<file path="config.mk">
export PLATFORM = sky130hd
export DESIGN_NAME = wb_regbank
export DESIGN_NICKNAME = d
export VERILOG_FILES = /design/src/rtl/wb_regbank.sv
export SDC_FILE = /design/constraint.sdc
export NUM_CORES = 1
export LEC_CHECK = 0
export ABC_CLOCK_PERIOD_IN_PS = 2200
export CAP_MARGIN = 20
export CORE_MARGIN = 2
export CORE_UTILIZATION = 55
export DETAILED_ROUTE_END_ITERATION = 6
export PLACE_DENSITY = 0.84
export SETUP_SLACK_MARGIN = 0.1
export SLEW_MARGIN = 5
export SYNTH_ARGS = -nofsm -noshare
export SYNTH_HDL_FRONTEND = slang
export SYNTH_SLANG_ARGS = --single-unit
</file>
<file path="constraint.sdc">
create_clock -name clk -period 2.2 [get_ports clk]
set_clock_uncertainty 0.1 [all_clocks]
set_input_delay 0.33 -clock clk [delete_from_list [all_inputs] [get_ports clk]]
set_output_delay 0.33 -clock clk [all_outputs]
set_load 0.02 [all_outputs]
</file>
<file path="src/rtl/wb_regbank.sv">
// Four-entry 8-bit writeback register bank with same-cycle bypass and a pending-write scoreboard.
// Optional feature macro: WB_REGBANK_R0ZERO_EN (register 0 hardwired to zero).
module wb_regbank #(
    parameter int         NREG     = 4,
    parameter logic [1:0] PEND_MAX = 2'd3
) (
    input  logic       clk,
    input  logic       rst_n,
    input  logic       WR,
    input  logic [1:0] rd,
    input  logic [7:0] data,
    input  logic       issue_valid,
    input  logic       issue_wr,
    input  logic [1:0] issue_rd,
    input  logic [1:0] rs1,
    input  logic [1:0] rs2,
    output logic [7:0] rdata1,
    output logic [7:0] rdata2,
    output logic       hazard1,
    output logic       hazard2,
    output logic       sb_err
);

`ifdef WB_REGBANK_R0ZERO_EN
    localparam logic R0ZERO = 1'b1;
`else
    localparam logic R0ZERO = 1'b0;
`endif

    logic [7:0]      regs_r     [NREG];
    logic [1:0]      pend_r     [NREG];
    logic [1:0]      pend_nxt_s [NREG];
    logic [NREG-1:0] inc_s;
    logic [NREG-1:0] dec_s;
    logic            err_s;
    logic            sb_err_r;
    logic            wr_ok_s;

    // Writes that actually land in storage (index 0 is dropped when hardwired).
    always_comb begin
        wr_ok_s = WR & ~(R0ZERO & (rd == 2'd0));
    end

    // Read ports with bypass of the writeback landing this cycle.
    always_comb begin
        if (wr_ok_s && (rd == rs1)) begin
            rdata1 = data;
        end else begin
            rdata1 = regs_r[rs1];
        end
        if (wr_ok_s && (rd == rs2)) begin
            rdata2 = data;
        end else begin
            rdata2 = regs_r[rs2];
        end
    end

    // A landing write only clears the hazard when it is the last outstanding one.
    always_comb begin
        hazard1 = (pend_r[rs1] != 2'd0) & ~(WR & (rd == rs1) & (pend_r[rs1] == 2'd1));
        hazard2 = (pend_r[rs2] != 2'd0) & ~(WR & (rd == rs2) & (pend_r[rs2] == 2'd1));
    end

    // Pending-counter next state with saturation; over/underflow flags an error.
    always_comb begin
        inc_s = '0;
        dec_s = '0;
        err_s = 1'b0;
        for (int i = 0; i < NREG; i++) begin
            pend_nxt_s[i] = pend_r[i];
            inc_s[i] = issue_valid & issue_wr & (issue_rd == 2'(i)) & ~(R0ZERO & (i == 0));
            dec_s[i] = WR & (rd == 2'(i)) & ~(R0ZERO & (i == 0));
            case ({inc_s[i], dec_s[i]})
                2'b10: begin
                    if (pend_r[i] == PEND_MAX) begin
                        err_s = 1'b1;
                    end else begin
                        pend_nxt_s[i] = pend_r[i] + 2'd1;
                    end
                end
                2'b01: begin
                    if (pend_r[i] == 2'd0) begin
                        err_s = 1'b1;
                    end else begin
                        pend_nxt_s[i] = pend_r[i] - 2'd1;
                    end
                end
                default: pend_nxt_s[i] = pend_r[i];
            endcase
        end
    end

    // State update; reset discards any writeback or issue on the same edge.
    always_ff @(posedge clk) begin
        if (!rst_n) begin
            for (int i = 0; i < NREG; i++) begin
                regs_r[i] <= 8'h00;
                pend_r[i] <= 2'd0;
            end
            sb_err_r <= 1'b0;
        end else begin
            for (int i = 0; i < NREG; i++) begin
                if (wr_ok_s && (rd == 2'(i))) begin
                    regs_r[i] <= data;
                end
                pend_r[i] <= pend_nxt_s[i];
            end
            sb_err_r <= sb_err_r | err_s;
        end
    end

    assign sb_err = sb_err_r;

endmodule

</file>
==> metrics.cfg, run 1 <==
[logic_synthesis]
synth_warnings=0
synthesis.area_um2=2801
syn_area_per_cell_um2=12.91
synthCells=217
yosysUniqueCellTypes=41
ys_seq_elements=41
synth_area_leaders=edfxtp_1 (34%), mux4_2 (11%), mux2_4 (8.0%)
synth_top_area_share_pct=34.30
yosys.area.top_type=edfxtp_1
synth_fp_nets=246
ys_seq_area_share_pct=40.73

[critical_path]
arrival_ps=1670
startpoint_type=flop
cp.required_ps=1770
path_class=reg2out
path_max_fanout=8
cp-end-kind=output port

[place]
io_buffers=39
dpl.cell_count=346
hpwl_mm=4.745
gp_congestion=0.8100
place_area_um2=3531

[clock_network]
cts_htree_levels=2
cts_root_buffer=clkbuf_8
clk_path_buf_depth=2
clock_latency_ps=300
cts_tree=done
cts_hold_buffers=0
cts_buffers=5
cts.sinks=41
path_clk_slew_ps=80

[layout]
final_nets=322
drive_above_1_share_pct=37.41
instances_no_fill=361
layout_commonest_cell=and2_1
layout_common_cells=and2_1 (33), edfxtp_1 (32), buf_4 (31)
area_growth_pct=31.71
design_area_um2=3690
antenna_cells=0

[global_routing]
grt_pass1_vias=2100
antenna_found_initial=0
grt_max_degree=14
grt_usage_pct=25.36
gr-total-overflow=0
grt_pass1_wl_mm=10.19

[power]
p_int_w=0.001441
sequentialPowerShare_pct=46.0
switching_power_w=0.0005464
leakage_nw=1.582
clkPwrFrac_pct=26.4
swShare_pct=27.50
p_per_area_nw_per_um2=538.5
p_comb_share_pct=27.6
ir_drop_mv=0.4904

[route]
vias_per_cell=5.706
drc_errors=0
drt_iter0_drc=142
wl_per_cell_um=18.17
num_vias=2060
drt-total-wl_mm=6.560
first_pass_iters=4
ant_nets=0

[sta]
drv_slew=0
min_period_over_period_pct=95.48
tightestPinTransition_ps=1050
grt_setup_unrepaired=true
finalSetupViolCount=0
max_freq_ghz=0.4760
whs_ps=454.9
hold_viol=0
period_needed_ps=2101
maxSlewHeadroom_pct=29.85

[job]
maxCapViolations=0

[hold_path]
hold_path_class=reg2reg

[floorplan]
die_h_um=75.37
coreArea_um2=4817
fp.dieW_um=75.37
num_rows=25
start_util_pct=58.16
die-area_um2=5681
io_pins=40

[outcome]
status=finished, final reports clean

power by group through the flow:
| stage | Combinational [W] | Clock [W] | Sequential, W |
|---|---|---|---|
| 2_1_floorplan | 0.000324 | 0 | 0.000919 |
| 3_3_place_gp | 0.000541 | 0 | 0.000924 |
| 3_5_place_dp | 0.000555 | 0 | 0.000931 |
| 4_1_cts | 0.000544 | 0.000521 | 0.000913 |
| 5_1_grt | 0.000583 | 0.000552 | 0.000919 |
| 6_report | 0.000548 | 0.000524 | 0.000915 |
what timing repair did:
item | CTS | global route
gates cloned | 4 | 0
pin swaps | 6 | 2
setup buffers | 3 | 0
endpoints found under the setup margin | 27 | 15
hold endpoints to repair | 0 | 0
gates resized for setup | 98 | 5
logic make-up (layout without fill, tap and decap cells):
| group | after synthesis | count (layout) | synth area share [%] |
|---|---|---|---|
| multiplexers | 38 | 38 | 26.04 |
| flip-flops | 41 | 41 | 40.73 |
| buffers and inverters | 20 | 96 | 3.752 |
| adder cells (fa/ha/maj) | 8 | 8 | 3.573 |
| AND/OR/NAND/NOR | 82 | 83 | 18.54 |
| AO/OA/AOI/OAI | 23 | 23 | 5.270 |
| XOR/XNOR | 5 | 5 | 2.099 |
synth_stat cells (all sizes together):
master / count
a21boi: 3
a21o: 2
a21oi: 7
a22o: 1
a311o: 1
and2: 34
and3: 1
and4b: 2
buf: 7
clkbuf: 3
dfxtp: 9
edfxtp: 32
ha: 8
inv: 10
mux2: 16
mux2i: 2
mux4: 20
nand2: 7
nand2b: 5
nand3: 4
nand3b: 5
nand4: 1
nor2: 7
nor2b: 2
nor3: 5
nor3b: 3
nor4b: 1
o21a: 2
o21ai: 6
o41a: 1
or3: 2
or3b: 3
xnor2: 4
xor2: 1
through the flow:
stage	total power [W]	setup TNS (ps)	utilization, %	setup WS, ps
floorplan	0.001242	0	-	207.3
global placement	0.001465	-13630	73.30	-586.6
detailed placement	0.001486	-15200	73.30	-630.3
CTS	0.001979	0	76.31	104.8
global route	0.002054	0	76.60	95.78
finish	0.001987	0	76.60	99.34
critical path: stages (launching register included):
cell and delay [ps]:
dfxtp_1 400, mux4_1 530, a21o_1 190, clkdlybuf4s15_2 250
flip-flops by register name, indices dropped and copies added, names as in the netlist:
register	flops
pend_r	8
sb_err	1
regs_r	32
area by class of cell:
cell class | count | area, µm²
tap | 67 | 83.83
fill | 320 | 1127
timing repair buffer | 78 | 714.4
sequential | 41 | 1142
clock inverter | 2 | 13.76
inverter | 10 | 37.54
multi-input combinational | 157 | 1615
clock buffer | 6 | 82.58
path summary, 6_finish.rpt:
path | cells past startpoint | start | to | slack [ps]
worst max-delay path | 3 | pend_r[0][1] | hazard2 | 100
worst min-delay path | 2 | pend_r[1][1] | pend_r[1][0] | 450
worst max register to register | 4 | pend_r[3][1] | sb_err | 740
worst min register to register | 2 | pend_r[1][1] | pend_r[1][0] | 450
routing by layer:
layer | part of all wire, % | vias to the layer above | wire, µm | track usage [%]
met5 | 0 | - | 0 | 0
met4 | 2.4 | 0 | 155 | 10.14
met3 | 4.7 | 13 | 306 | 4.630
met2 | 54 | 66 | 3519 | 45.89
met1 | 39 | 1006 | 2578 | 29.78
li1 | - | 975 | - | -
No activity file was read; power rests on OpenSTA's default activity.
==> run 2: changes to the inputs <==
--- a/config.mk
+++ b/config.mk
@@ -12,6 +12,7 @@
 export DETAILED_ROUTE_END_ITERATION = 6
 export PLACE_DENSITY = 0.84
 export SETUP_SLACK_MARGIN = 0.1
+export SKIP_CTS_REPAIR_TIMING = 1
 export SLEW_MARGIN = 5
 export SYNTH_ARGS = -nofsm -noshare
 export SYNTH_HDL_FRONTEND = slang
==> metrics.cfg, run 2 (synthesis gave the netlist of run 1 again) <==
[clock_network]
cts_htree_levels=2  ; unchanged
cts_tree=done  ; unchanged
cts_root_buffer=clkbuf_8  ; unchanged
path_clk_slew_ps=80  ; about the same
clk_path_buf_depth=2  ; unchanged
cts_buffers=5  ; unchanged
clock_latency_ps=310  ; was 300 ps
cts.sinks=41  ; unchanged

[global_routing]
grt_max_degree=14  ; unchanged
grt_usage_pct=23.69  ; was 25.36%
gr-total-overflow=0  ; unchanged
grt_pass1_wl_mm=9.653  ; was 10.19 mm
grt_pass1_vias=2043  ; was 2,100
antenna_found_initial=0  ; unchanged

[power]
p_per_area_nw_per_um2=535.8  ; was 538.5 nW/µm²
leakage_nw=1.687  ; was 1.582 nW
ir_drop_mv=0.4897  ; was 0.4904 mV

[critical_path]
cp-end-kind=output port  ; unchanged
path_max_fanout=5  ; was 8
path_class=in2out  ; was reg2out
arrival_ps=1640  ; was 1670 ps
startpoint_type=primary input  ; was flop
cp.required_ps=1770  ; about the same
ff2ff_path_depth=4  ; unchanged

[route]
ant_nets=0  ; unchanged
drt_iter0_drc=162  ; was 142
num_vias=2133  ; was 2,060
vias_per_cell=5.860  ; was 5.706
first_pass_iters=4  ; unchanged
drt-total-wl_mm=6.877  ; was 6.560 mm
wl_per_cell_um=18.89  ; was 18.17 µm
drc_errors=0  ; unchanged

[outcome]
status=finished, final reports clean  ; unchanged

[sta]
finalSetupViolCount=0  ; unchanged
tightestPinTransition_ps=993.2  ; was 1050 ps
min_period_over_period_pct=94.28  ; was 95.48%
max_freq_ghz=0.4821  ; was 0.4760 GHz
grt_setup_unrepaired=true  ; unchanged
whs_ps=480.7  ; was 454.9 ps
drv_slew=0  ; unchanged
fin_setup_tns_ps=0  ; unchanged
hold_viol=0  ; unchanged
maxSlewHeadroom_pct=33.64  ; was 29.85%
period_needed_ps=2074  ; was 2101 ps

[floorplan]
io_pins=40  ; unchanged
num_rows=25  ; unchanged
die_h_um=75.37  ; unchanged
fp.dieW_um=75.37  ; unchanged
coreArea_um2=4817  ; unchanged
start_util_pct=58.16  ; unchanged
die-area_um2=5681  ; unchanged

[layout]
layout_commonest_cell=buf_4  ; was and2_1
final_nets=325  ; was 322
antenna_cells=0  ; unchanged
layout_common_cells=buf_4 (35), and2_1 (33), edfxtp_1 (32)  ; was and2_1 (33), edfxtp_1 (32), buf_4 (31)
largest_reg_flops=32  ; unchanged
area_growth_pct=33.36  ; was 31.71%
regMostFlops=regs_r  ; unchanged
drive_above_1_share_pct=35.69  ; was 37.41%

[place]
hpwl_mm=4.745  ; unchanged
io_buffers=39  ; unchanged
gp_congestion=0.8100  ; unchanged

[hold_path]
hold_path_class=reg2reg  ; unchanged
holdPathStages=2  ; unchanged

[job]
maxCapViolations=0  ; unchanged

==> run 2: routing by layer <==
| layer | track usage (%) | up-vias | share of wire (%) |
|---|---|---|---|
| met5 | 0 | - | 0 |
| met4 | 9.552 | 0 | 2.7 |
| met3 | 3.704 | 17 | 6.9 |
| met2 | 43.77 | 90 | 53 |
| met1 | 27.38 | 1048 | 38 |
| li1 | - | 978 | - |
==> run 2: area by class of cell <==
cell class / count / area, µm²
Fill cell: 308 / 1081
Tap cell: 67 / 83.83
Sequential cell: 41 / 1141
Timing Repair Buffer: 81 / 767.0
Clock buffer: 6 / 82.58
Multi-Input combinational cell: 157 / 1610
Clock inverter: 2 / 13.76
Inverter: 10 / 37.54
==> run 2: worst max-delay path, stage by stage <==
cell and delay [ps]:
buf_2 140, buf_12 150, xnor2_4 160, nand3_4 100
buf_4 170, buf_4 130, mux2_4 290, buf_4 160
==> run 2: worst paths after layout <==
| check | from | endpoint | slack, ps |
|---|---|---|---|
| max | rs2[0] | rdata2[2] | 130 |
| min | pend_r[3][0] | pend_r[3][1] | 480 |
| max reg2reg | pend_r[3][1] | sb_err | 740 |
| min reg2reg | pend_r[3][0] | pend_r[3][1] | 480 |
==> run 2: per-stage QoR <==
stage	utilization, %	cells	cell area [µm²]	setup WS [ps]	total power [W]
global placement	73.30	346	3531	-586.6	0.001465
CTS	75.30	354	3627	-627.0	0.001991
finish	77.56	364	3736	125.8	0.002002
floorplan	-	217	2801	207.3	0.001242
global route	77.56	364	3736	74.33	0.002068
detailed placement	73.30	346	3531	-630.3	0.001486
==> run 2: where the power goes <==
part           internal [W]  switching (W)  total [W]
logic              0.000310       0.000250   0.000560
registers          0.000886      0.0000293   0.000916
clock network      0.000254       0.000272   0.000526
total               0.00145       0.000552    0.00200
==> RTL edit 1: new RTL, config.mk and constraints of run 2 <==
Build with the macro `WB_REGBANK_R0ZERO_EN` defined.
--- a/src/rtl/wb_regbank.sv
+++ b/src/rtl/wb_regbank.sv
@@ -1,5 +1,7 @@
 // Four-entry 8-bit writeback register bank with same-cycle bypass and a pending-write scoreboard.
 // Optional feature macro: WB_REGBANK_R0ZERO_EN (register 0 hardwired to zero).
+`define WB_REGBANK_R0ZERO_EN
+
 module wb_regbank #(
     parameter int         NREG     = 4,
     parameter logic [1:0] PEND_MAX = 2'd3
Check against the original RTL: not equivalent (Yosys sat finds a counterexample within 4 cycles, from zero or initial values and one cycle with rst_n low).
==> RTL edit 1 against run 2 <==
Worst setup slack worse by 0.010 ns; final area down 2.7%; global-route usage rose by 1.1 points; routed wire length increased by 1.0%; sequential share of layout area shrank 0.22 points; hold slack got worse by 0.094 ns; synthesized cell count shrank 6.5%; combinational power grew 4.8%; total power decreased by 1.9%; critical endpoint is now rdata2[7]; sequential cell count shrank 2; area after synthesis shrank 8.8%.
==> RTL edit 1: results (changes against run 2) <==
Yosys Warn Count - 0 (unchanged)
Final nets - 316 (-2.8%)
Post-synth EDFFs - 32 (unchanged)
CP delay by family, top - multiplexers
vias post-DR - 2054 (-3.7%)
Setup WS pre-CTS - -0.680 ns (-0.0495 ns)
Remaining Overflow, GRT - 0 (unchanged)
critical path's slowest cell - mux4_1
switching pwr - 0.558 mW (+1.2%)
Placed Area - 3370 um^2 (-4.5%)
worst r2r src - pend_r[2][0]
Via density - 6.01 (+2.5%)
Mapped Cells - 203 (-6.5%)
gp weighted congestion - 0.871 (+7.5%)
Inserted Clock Buffers - 5 (unchanged)
Synth area leaders - edfxtp_1 (38%), mux2_2 (8.8%), mux4_1 (8.2%)
GRT Util Overall - 0.248 (+0.0114)
Area Growth Syn to Fin - 42.2%
M3 GR Usage - 0.0500 (+0.0130)
Critical Path AT - 1.65 ns
crit-path max FO - 2 (-3)
Worst IR Drop VDD - 0.445 mV (-9.0%)
share of cells above drive strength 1 - 0.407 (+0.0500)
GRT met2 Usage - 0.416 (-0.0218)
initial DRC count - 221 (+36%)
M1 GR Usage - 0.319 (+0.0452)
hold depth - 1 (-1)
Routed WL - 6950 um (+1.0%)
global-route wire length before repair - 9510 um (-1.5%)
sequential fraction of the synthesis area - 0.431 (+0.0234)
Synth cell types - 39 (-4.9%)
worst setup path start - regs_r[1][7]
WL met1 - 2780 um (+7.0%)
vias in the first global route - 1996 (-2.3%)
hpwl dp - 4570 um (-3.6%)
Clock Latency Late Sink - 0.31 ns (about the same)
routed length on met2 - 3610 um (-0.25%)
outcome - finished clean
Worst Setup EP - rdata2[7]
FILL cells - 223 (-28%)
CTS clock-pin slew for the worst setup and hold paths - 0.08 ns (about the same)
Worst Hold Class - reg -> reg
P_leak - 1.59 nW (-5.5%)
delay of the slowest critical-path stage - 0.52 ns (+0.23 ns)
Post-synth top cells - edfxtp_1 (32), and2_1 (24), mux2_2 (20)
R2R setup slack - 0.77 ns (+0.03 ns)
routed wl met3 - 365 um (-23%)
HP Start - sb_err
minimum clock period - 2.08 ns (+0.0104 ns)
RR Endpoint - sb_err
Min Hold Slack - 0.387 ns (-0.0942 ns)
sequential power - 0.887 mW (-3.2%)
sequential share of power - 0.452 (-0.005)
Worst Hold Endpoint - sb_err
max reg flops - 32 (unchanged)
Clock group - 0.489 mW (-7.0%)
cell total after placement - 333 (-3.8%)
R2R cell count - 3 (-1)
initial antenna violation count - 0 (unchanged)
[RTL edit 1: cell types whose count changed after synthesis, moves of 3 or more]
cell             run 2  this run
nor4_1               0         3
or3b_2               3         0
mux2_2               1        20
a22oi_1              0         4
and2_1              33        24
mux4_2              14         8
mux2_4              15         0
a21boi_0             3         0
nand2_1              7        10
[RTL edit 1: cell type report]
class | count | area share
clock buffers | 6 | 0.0200
clock inverters | 2 | 0.00344
inverters | 8 | 0.00826
multi-input cells | 154 | 0.418
flip-flops and latches | 39 | 0.303
well taps | 52 | 0.0179
repair buffers | 81 | 0.230
[RTL edit 1: cell families after synthesis]
logic type	after synthesis	share of synthesized area
AO/OA/AOI/OAI	24	0.0710
XOR/XNOR	4	0.0137
adder cells (fa/ha/maj)	6	0.0294
buffers and inverters	17	0.0333
flip-flops	39	0.431
multiplexers	36	0.241
other	1	0.00147
AND/OR/NAND/NOR	76	0.180
==> RTL edit 2: new RTL, config.mk and constraints of run 2 <==
Made on the original files. Add an input register stage for `rd`, without a reset; this delays it by one clock. The other inputs are not delayed to match.
--- a/src/rtl/wb_regbank.sv
+++ b/src/rtl/wb_regbank.sv
@@ -21,6 +21,12 @@
     output logic       sb_err
 );
 
+    logic [1:0] rd_q;
+
+    always_ff @(posedge clk) begin
+        rd_q <= rd;
+    end
+
 `ifdef WB_REGBANK_R0ZERO_EN
     localparam logic R0ZERO = 1'b1;
 `else
@@ -38,17 +44,17 @@
 
     // Writes that actually land in storage (index 0 is dropped when hardwired).
     always_comb begin
-        wr_ok_s = WR & ~(R0ZERO & (rd == 2'd0));
+        wr_ok_s = WR & ~(R0ZERO & (rd_q == 2'd0));
     end
 
     // Read ports with bypass of the writeback landing this cycle.
     always_comb begin
-        if (wr_ok_s && (rd == rs1)) begin
+        if (wr_ok_s && (rd_q == rs1)) begin
             rdata1 = data;
         end else begin
             rdata1 = regs_r[rs1];
         end
-        if (wr_ok_s && (rd == rs2)) begin
+        if (wr_ok_s && (rd_q == rs2)) begin
             rdata2 = data;
         end else begin
             rdata2 = regs_r[rs2];
@@ -57,8 +63,8 @@
 
     // A landing write only clears the hazard when it is the last outstanding one.
     always_comb begin
-        hazard1 = (pend_r[rs1] != 2'd0) & ~(WR & (rd == rs1) & (pend_r[rs1] == 2'd1));
-        hazard2 = (pend_r[rs2] != 2'd0) & ~(WR & (rd == rs2) & (pend_r[rs2] == 2'd1));
+        hazard1 = (pend_r[rs1] != 2'd0) & ~(WR & (rd_q == rs1) & (pend_r[rs1] == 2'd1));
+        hazard2 = (pend_r[rs2] != 2'd0) & ~(WR & (rd_q == rs2) & (pend_r[rs2] == 2'd1));
     end
 
     // Pending-counter next state with saturation; over/underflow flags an error.
@@ -69,7 +75,7 @@
         for (int i = 0; i < NREG; i++) begin
             pend_nxt_s[i] = pend_r[i];
             inc_s[i] = issue_valid & issue_wr & (issue_rd == 2'(i)) & ~(R0ZERO & (i == 0));
-            dec_s[i] = WR & (rd == 2'(i)) & ~(R0ZERO & (i == 0));
+            dec_s[i] = WR & (rd_q == 2'(i)) & ~(R0ZERO & (i == 0));
             case ({inc_s[i], dec_s[i]})
                 2'b10: begin
                     if (pend_r[i] == PEND_MAX) begin
@@ -100,7 +106,7 @@
             sb_err_r <= 1'b0;
         end else begin
             for (int i = 0; i < NREG; i++) begin
-                if (wr_ok_s && (rd == 2'(i))) begin
+                if (wr_ok_s && (rd_q == 2'(i))) begin
                     regs_r[i] <= data;
                 end
                 pend_r[i] <= pend_nxt_s[i];
Behaviour: not the same (Yosys sat finds a counterexample within 4 cycles, from zero or initial values and one cycle with rst_n low).
==> RTL edit 2 against run 2 <==
Sequential cell count up 2; utilization down 0.41 points; global-route usage up 2.2 points; total power up 7.7%; area after synthesis down 5.4%; highest routed layer unchanged; critical endpoint is now rdata2[4]; first-iteration DRC count up 1.9%; worst setup slack worse by 0.012 ns; sequential share of layout area up 2.1 points; count of clock-buffer cells in the layout unchanged; register-to-register slack worse by 0.46 ns; final area down 3.1%; routed wire length up 5.8%.
==> RTL edit 2: results (changes against run 2) <==
outcome - finished clean
sequential share of power - 0.433 (-0.024)
R2R setup slack - 0.28 ns (-0.46 ns)
Non-Clock Buffer Count - 79 (-2.5%)
P_leak - 1.70 nW (+0.90%)
FILL cells - 287 (-6.8%)
Inverters - 8 (-2)
clock network area share - 0.0366 (+0.0109)
signal buffers share of area - 0.210 (+0.00487)
Clock Latency Late Sink - 0.29 ns (-0.02 ns)
Routed WL per cell - 21.3 um (+13%)
share of cells above drive strength 1 - 0.390 (+0.0333)
CTS sink cnt - 43 (+4.9%)
vias in the first global route - 2137 (+4.6%)
#MultiIn Comb - 149 (-5.1%)
sw frac - 0.251 (-0.0245)
cell total after placement - 328 (-5.2%)
HP Start - rd[0]
crit-path max FO - 2 (-3)
worst r2r src - rd_q[1]
port buffer count - 39 (unchanged)
hpwl dp - 4700 um (-0.87%)
Synth cell types - 40 (-2.4%)
gp weighted congestion - 0.796 (-1.7%)
Mapped Cells - 214 (-1.4%)
critical path's slowest cell - mux4_2
multi-input gate share of total cell area - 0.400 (-0.0311)
sequential share of cell area - 0.326 (+0.0209)
Non-Filler Instances - 341 (-6.3%)
XOR/XNOR share of the synthesized area - 0.0132 (-0.00778)
global-route wire length before repair - 10300 um (+6.4%)
Worst Hold Class - in -> reg
Setup WS pre-CTS - -0.595 ns (+0.0356 ns)
largest net degree at the start of global routing - 48 (+34)
Synth area leaders - edfxtp_1 (36%), mux4_2 (17%), dfxtp_1 (8.3%)
Worst IR Drop VDD - 0.370 mV (-24%)
Mapped Area - 2650 um^2 (-5.4%)
Via density - 6.43 (+9.6%)
Critical Path AT - 1.66 ns (+0.02 ns)
Min Hold Slack - 0.376 ns (-0.105 ns)
crit share post-route - 0.949 (+0.00567)
GRT Util Overall - 0.259 (+0.0223)
post-synthesis mux area share - 0.238 (-0.0225)
initial DRC count - 165 (+1.9%)
Synth Net Count - 241 (-2.0%)
delay of the slowest critical-path stage - 0.48 ns (+0.19 ns)
Final nets - 313 (-3.7%)
R2R cell count - 8 (+4)
Worst Hold Endpoint - rd_q[0]
adder-cell share of the synthesized area - 0.0283 (-0.00741)
CP delay by family, top - multiplexers
Post-synth top cells - and3_1 (33), edfxtp_1 (32), mux4_2 (20)
Placed Area - 3380 um^2 (-4.3%)
Slew @ Worst Pin - 0.439 ns (-0.555 ns)
switching pwr - 0.541 mW (-1.9%)
Compound-Gate Fraction of Synth Area - 0.0623 (+0.00959)
hold depth - 1 (-1)
[RTL edit 2: cell count changes after synthesis, sizes merged, moves of 4 or more]
cell	run 2	this run
and3	1	33
nand3b	5	1
and2	34	1
clkbuf	3	11
buf	7	3
[RTL edit 2: layer usage]
layer	vias up	wire (um)	GRT usage
met5	-	0	0
met4	0	257	0.107
met3	20	494	0.0466
met2	113	3940	0.466
met1	1068	2590	0.304
li1	990	-	-
[RTL edit 2: worst max path at each step]
stage	startpoint	end	cells past startpoint
global route	regs_r[3][6]	rdata1[6]	3
floorplan	rd_q[1]	sb_err	7
finish	regs_r[0][4]	rdata2[4]	3
CTS	rs1[0]	rdata1[5]	5
detailed placement	rs1[0]	rdata1[5]	5
global placement	rs1[0]	rdata1[4]	5
[RTL edit 2: worst register-to-register path: cells and delay by family (launching register included)]
family | cells | cell delay [ns]
AOI/OAI and AO/OA | 2 | 0.47
adders and majority gates | 1 | 0.26
buffers and inverters | 2 | 0.28
DFF | 1 | 0.42
and+or+nand+nor | 3 | 0.31
